==> config.mk <==
export PLATFORM = sky130hd
export DESIGN_NAME = cache_arbiter
export DESIGN_NICKNAME = d
export VERILOG_FILES = /design/src/rtl/cache_arbiter.sv
export SDC_FILE = /design/constraint.sdc
export NUM_CORES = 1
export LEC_CHECK = 0
export CAP_MARGIN = 20
export CORE_AREA = 2 2 541 543
export DETAILED_ROUTE_END_ITERATION = 12
export DIE_AREA = 0 0 543 545
export GPL_TIMING_DRIVEN = 0
export SLEW_MARGIN = 5
export SYNTH_ARGS = -nofsm -noshare
export SYNTH_HDL_FRONTEND = slang
export SYNTH_SLANG_ARGS = --single-unit
==> constraint.sdc <==
create_clock -name clk -period 5.7 [get_ports clk]
set_clock_uncertainty 0.2 [all_clocks]
set_input_delay 1.71 -clock clk [delete_from_list [all_inputs] [get_ports clk]]
set_output_delay 1.71 -clock clk [all_outputs]
set_load 0.03 [all_outputs]
==> src/rtl/cache_arbiter.sv <==
// Two-client physical-memory arbiter: an I-cache (read only) and a D-cache
// (read or writeback) share one line-wide memory port. One transaction is
// in flight at a time. A tie goes to the requester not granted most recently.
// Command, address and write data are latched at grant, so a client may drop
// its request mid-transaction without disturbing the memory side.
//
// Handshake: a client asserts its read/write level and keeps it asserted
// until it sees its one-cycle resp pulse. The arbiter latches the request on
// the granting edge and drives the pmem command from those registers until
// pmem_resp. pmem_resp is forwarded combinationally to the granted client
// only. A request still held in the cycle after resp is a new request.
`timescale 1ns/1ps

module cache_arbiter #(
    parameter int ADDR_W = 32,
    parameter int LINE_W = 256
) (
    input  logic              clk,
    input  logic              rst_n,

    // I-cache side
    input  logic              i_pmem_read,
    input  logic [ADDR_W-1:0] i_pmem_address,
    output logic [LINE_W-1:0] i_pmem_rdata,
    output logic              i_pmem_resp,

    // D-cache side
    input  logic              d_pmem_read,
    input  logic              d_pmem_write,
    input  logic [ADDR_W-1:0] d_pmem_address,
    input  logic [LINE_W-1:0] d_pmem_wdata,
    output logic [LINE_W-1:0] d_pmem_rdata,
    output logic              d_pmem_resp,

    // Physical memory side
    output logic              pmem_read,
    output logic              pmem_write,
    output logic [ADDR_W-1:0] pmem_address,
    output logic [LINE_W-1:0] pmem_wdata,
    input  logic [LINE_W-1:0] pmem_rdata,
    input  logic              pmem_resp,

    // Debug view of the FSM state (0=IDLE, 1=SERVE_I, 2=SERVE_D)
    output logic [1:0]        dbg_state
);

    typedef enum logic [1:0] {
        IDLE    = 2'd0,
        SERVE_I = 2'd1,
        SERVE_D = 2'd2
    } state_e;

    state_e              state_q, state_d;
    logic                last_d_q, last_d_d;   // 1: most recent grant was D
    logic                write_q, write_d;     // latched command: 1=write, 0=read
    logic [ADDR_W-1:0]   addr_q, addr_d;
    logic [LINE_W-1:0]   wdata_q, wdata_d;

    logic                i_active;
    logic                d_active;
    logic                grant_i;
    logic                grant_d;

    // Arbitration: a sole requester wins; on a tie the one not served last wins
    always_comb begin
        i_active = i_pmem_read;
        d_active = d_pmem_read | d_pmem_write;
        grant_i  = i_active & (~d_active | last_d_q);
        grant_d  = d_active & (~i_active | ~last_d_q);
    end

    // Next-state, latch capture and completion handling
    always_comb begin
        state_d  = state_q;
        last_d_d = last_d_q;
        write_d  = write_q;
        addr_d   = addr_q;
        wdata_d  = wdata_q;
        unique case (state_q)
            IDLE: begin
                if (grant_i) begin
                    state_d = SERVE_I;
                    write_d = 1'b0;
                    addr_d  = i_pmem_address;
                end else if (grant_d) begin
                    state_d = SERVE_D;
                    // A simultaneous read+write request is taken as a writeback
                    write_d = d_pmem_write;
                    addr_d  = d_pmem_address;
                    if (d_pmem_write) begin
                        wdata_d = d_pmem_wdata;
                    end
                end
            end
            SERVE_I: begin
                if (pmem_resp) begin
                    state_d  = IDLE;
                    last_d_d = 1'b0;
                end
            end
            SERVE_D: begin
                if (pmem_resp) begin
                    state_d  = IDLE;
                    last_d_d = 1'b1;
                end
            end
            default: begin
                state_d = IDLE;
            end
        endcase
    end

    // Output decode: commands come only from the latched registers
    always_comb begin
        pmem_read   = 1'b0;
        pmem_write  = 1'b0;
        i_pmem_resp = 1'b0;
        d_pmem_resp = 1'b0;
        unique case (state_q)
            SERVE_I: begin
                pmem_read   = 1'b1;
                i_pmem_resp = pmem_resp;
            end
            SERVE_D: begin
                pmem_read   = ~write_q;
                pmem_write  = write_q;
                d_pmem_resp = pmem_resp;
            end
            default: begin
                pmem_read  = 1'b0;
                pmem_write = 1'b0;
            end
        endcase
    end

    assign pmem_address = addr_q;
    assign pmem_wdata   = wdata_q;
    assign i_pmem_rdata = pmem_rdata;
    assign d_pmem_rdata = pmem_rdata;
    assign dbg_state    = state_q;

    // State registers; reset abandons any transaction and favours I on first tie
    always_ff @(posedge clk or negedge rst_n) begin
        if (!rst_n) begin
            state_q  <= IDLE;
            last_d_q <= 1'b1;
            write_q  <= 1'b0;
            addr_q   <= '0;
            wdata_q  <= '0;
        end else begin
            state_q  <= state_d;
            last_d_q <= last_d_d;
            write_q  <= write_d;
            addr_q   <= addr_d;
            wdata_q  <= wdata_d;
        end
    end

`ifndef SYNTHESIS
    // Protocol invariants checked every active cycle
    always_ff @(posedge clk) begin
        if (rst_n) begin
            assert (!(pmem_read && pmem_write))
                else $error("pmem_read and pmem_write both high");
            assert (!(i_pmem_resp && d_pmem_resp))
                else $error("both client resps high");
        end
    end
`endif

endmodule

==> results of run 1 <==
worst max-delay path, delay by kind of cell:
family	cells	cell delay, ps
buffers and inverters	3	1360
AND/OR/NAND/NOR	1	100
state kept, by name, indices dropped and copies added (netlist names):
name	flops
write_q	1
dbg_state	2
pmem_wdata	256
pmem_address	32
last_d_q	1
per-layer routing:
metal | routed length [um] | vias up | GRT usage, %
met5 | 107 | - | 0
met4 | 3810 | 12 | 2.43
met3 | 24800 | 180 | 6.77
met2 | 77800 | 1109 | 18.0
met1 | 57500 | 6862 | 10.7
li1 | - | 6096 | -
cell families after synthesis:
| family | Yosys count |
|---|---|
| AO/OA/AOI/OAI | 74 |
| flip-flops | 292 |
| buffers and inverters | 566 |
| AND/OR/NAND/NOR | 72 |
| multiplexers | 256 |
| adder cells (fa/ha/maj) | 3 |
cells in the mapped netlist (all sizes together):
master	number
ha	3
mux2	256
a21oi	2
a31oi	32
a21o	1
o2bb2ai	1
nand3	32
buf	545
clkbuf	15
nor2b	1
o31a	1
dfrtp	291
a32o	1
nor2	33
o21ai	32
o21ba	1
and2	2
o41ai	1
nand2	3
dfstp	1
o21bai	2
inv	6
nand2b	1
final cells by class:
type / count / area (um^2) / share of cell area [%]
sequential: 292 / 7310 / 21.6
multi-input combinational: 405 / 4450 / 13.2
buffer: 560 / 4430 / 13.1
clock buffer: 43 / 986 / 2.92
antenna: 19 / 47.5 / 0.141
tap: 3900 / 4880 / 14.4
inverter: 6 / 22.5 / 0.0667
timing repair buffer: 1133 / 11400 / 33.7
clock inverter: 15 / 287 / 0.848
power by group through the flow:
stage	Clock, mW	Sequential (mW)	Combinational (mW)
detailed placement	0	3.86	10.6
global route	2.68	3.96	11.0
global placement	0	3.81	10.5
floorplan	0	5.83	3.00
finish	2.52	3.82	10.2
CTS	2.63	3.83	10.6
path summary, 6_finish.rpt:
check	depth (start not counted)	start	slack [ps]	endpoint
max	4	pmem_resp	610	i_pmem_resp
min	1	pmem_wdata[251]$_DFFE_PN0P_	290	pmem_wdata[251]$_DFFE_PN0P_
max reg2reg	6	dbg_state[0]$_DFFE_PN0P_	2910	pmem_address[3]$_DFFE_PN0P_
min reg2reg	1	pmem_wdata[251]$_DFFE_PN0P_	290	pmem_wdata[251]$_DFFE_PN0P_
max in group asynchronous	3	rst_n	2850	pmem_address[3]$_DFFE_PN0P_
min in group asynchronous	1	rst_n	940	pmem_wdata[48]$_DFFE_PN0P_
cells in the final DEF (no fill, tap or decap), drive strengths merged:
master and instances:
a32o 1, and2 2, o41ai 1, a31oi 32, bufinv 7, dfrtp 291, nor2 33, clkinv 5
clkbuf 58, nand3 32, o21bai 2, inv 8, o31a 1, ha 3, nand2 3, mux2 256
o21ba 1, o21ai 32, nor2b 1, dfstp 1, nand2b 1, diode 19, clkinvlp 1, o2bb2ai 1
clkdlybuf4s50 1129, a21o 1, a21oi 2, buf 549
stage by stage:
stage | area, um^2 | setup WS, ps | TNS, ps | total power [mW] | instances
4_1_cts | 33700 | 614 | 0 | 17.1 | 6354
5_1_grt | 33800 | 591 | 0 | 17.6 | 6363
3_5_place_dp | 32500 | 629 | 0 | 14.4 | 6296
6_report | 33800 | 615 | 0 | 16.5 | 6373
2_1_floorplan | 16200 | 1780 | 0 | 8.83 | 1263
3_3_place_gp | 32400 | -10630 | -3056300 | 14.4 | 6293
==> out/results.tsv, run 1 <==
metric	value	unit
utilization after layout	11.6	%
FF+latch count, synth	292	
Die W	543	um
slowest CP cell	clkdlybuf4s50_1	
io pins	1388	
VDD IR max	0.292	mV
adder-cell share of the synthesized area	0.232	%
routed via count	14300	
GPL Wtd Cong	0.888	
Worst Tran Pin Value	895	ps
post-synth top area share	45.0	%
CP endpoint kind	primary output	
Clock Sinks	292	
Sw Ratio	46.2	%
fmax	197	MHz
main combinational cell family by area after synthesis	buffers and inverters	
Cell Chain, Critical Path	clkdlybuf4s50_1, nand2_1, inv_1, clkdlybuf4s50_1	
Starting Density	5.58	%
crit share post-route	89.2	%
largest net degree at the start of global routing	112	
Synth area leaders	dfrtp_1 (45%), buf_4 (24%), mux2_4 (19%)	
CP max FO	3	
count of final hold-check violations	0	
global-route wire length before repair	193000	um
Max-Cap Viols	0	
total global-route track usage	10.5	%
HPWL Detailed	152000	um
DRC Markers	0	
Leak	13.2	nW
hold_ws	286	ps
Final Routed Wirelength	164000	um
Die Area	0.296	mm^2
H-tree depth	2	
Longest Clk Path Bufs	3	
clock slew at reported path FFs	70	ps
PortBufs	1130	
Die Ht	545	um
Post-Syn Instances	1263	
sequential power share	23.1	%
fill cell count	32800	
Worst Path Required	3790	ps
Rows	198	
synthesized area	0.0162	mm^2
Synth Area in Simple Gates	1.98	%
grt ovf	0	
switching power	7.64	mW
vias per cell	2.24	
crit-path max cell delay	750	ps
clock share of power	15.3	%
ratio of cells with drive above 1 in the final layout	34.2	%
Final Net Count	3017	
Final ANT Viol Nets	0	
library cells used by synthesis	29	
startpoint types	primary input	
Yosys top cell by area	dfrtp_1	
total core area	0.290	mm^2
CTS tree	done	
sequential-to-total area share from yosys stat	45.1	%
Int Pwr	8.88	mW
relative slew slack	40.1	%
outcome	finished, final reports clean	
CP Data Arrival Time	3180	ps
vias in the first global route	14900	
Clock Latency Late Sink	610	ps
Tmin final	5090	ps
unrepaired setup endpoints after global routing	false	
DR WL/cell	25.7	um
XOR/XNOR Fraction of Synth Area	0	%
most used cell, CP	clkdlybuf4s50_1	
post-synth net total	1848	
post-CTS resize count	0	
Warnings, synthesis	0	
drt first pass iters	5	
initial antenna violation count	83	
CTS buffer count	34	
final setup fails	0	
Tightest Hold Check Type	register to register	
clock root cell	clkbuf_16	
PD cells	489	mW/mm^2
syn_area_per_cell	12.8	um^2
First DRT Iteration DRCs	775	
WS Path Type	primary input to primary output	
compound-cell area share of the yosys netlist	2.78	%
hold_buf cts	0	
fin. max-slew vios	0	
combinational power share	61.6	%
multiplexer share of the synthesized area	22.4	%
Area Growth Syn to Fin	109	%
setup repair bufs after CTS	0	
(Power assumes the default switching activity.)
==> run 2: changes to the inputs <==
ABC_CLOCK_PERIOD_IN_PS = 5700   (was unset)
==> results of run 2 <==
No change in the layout: final DEF, timing and power equal those of run 1.
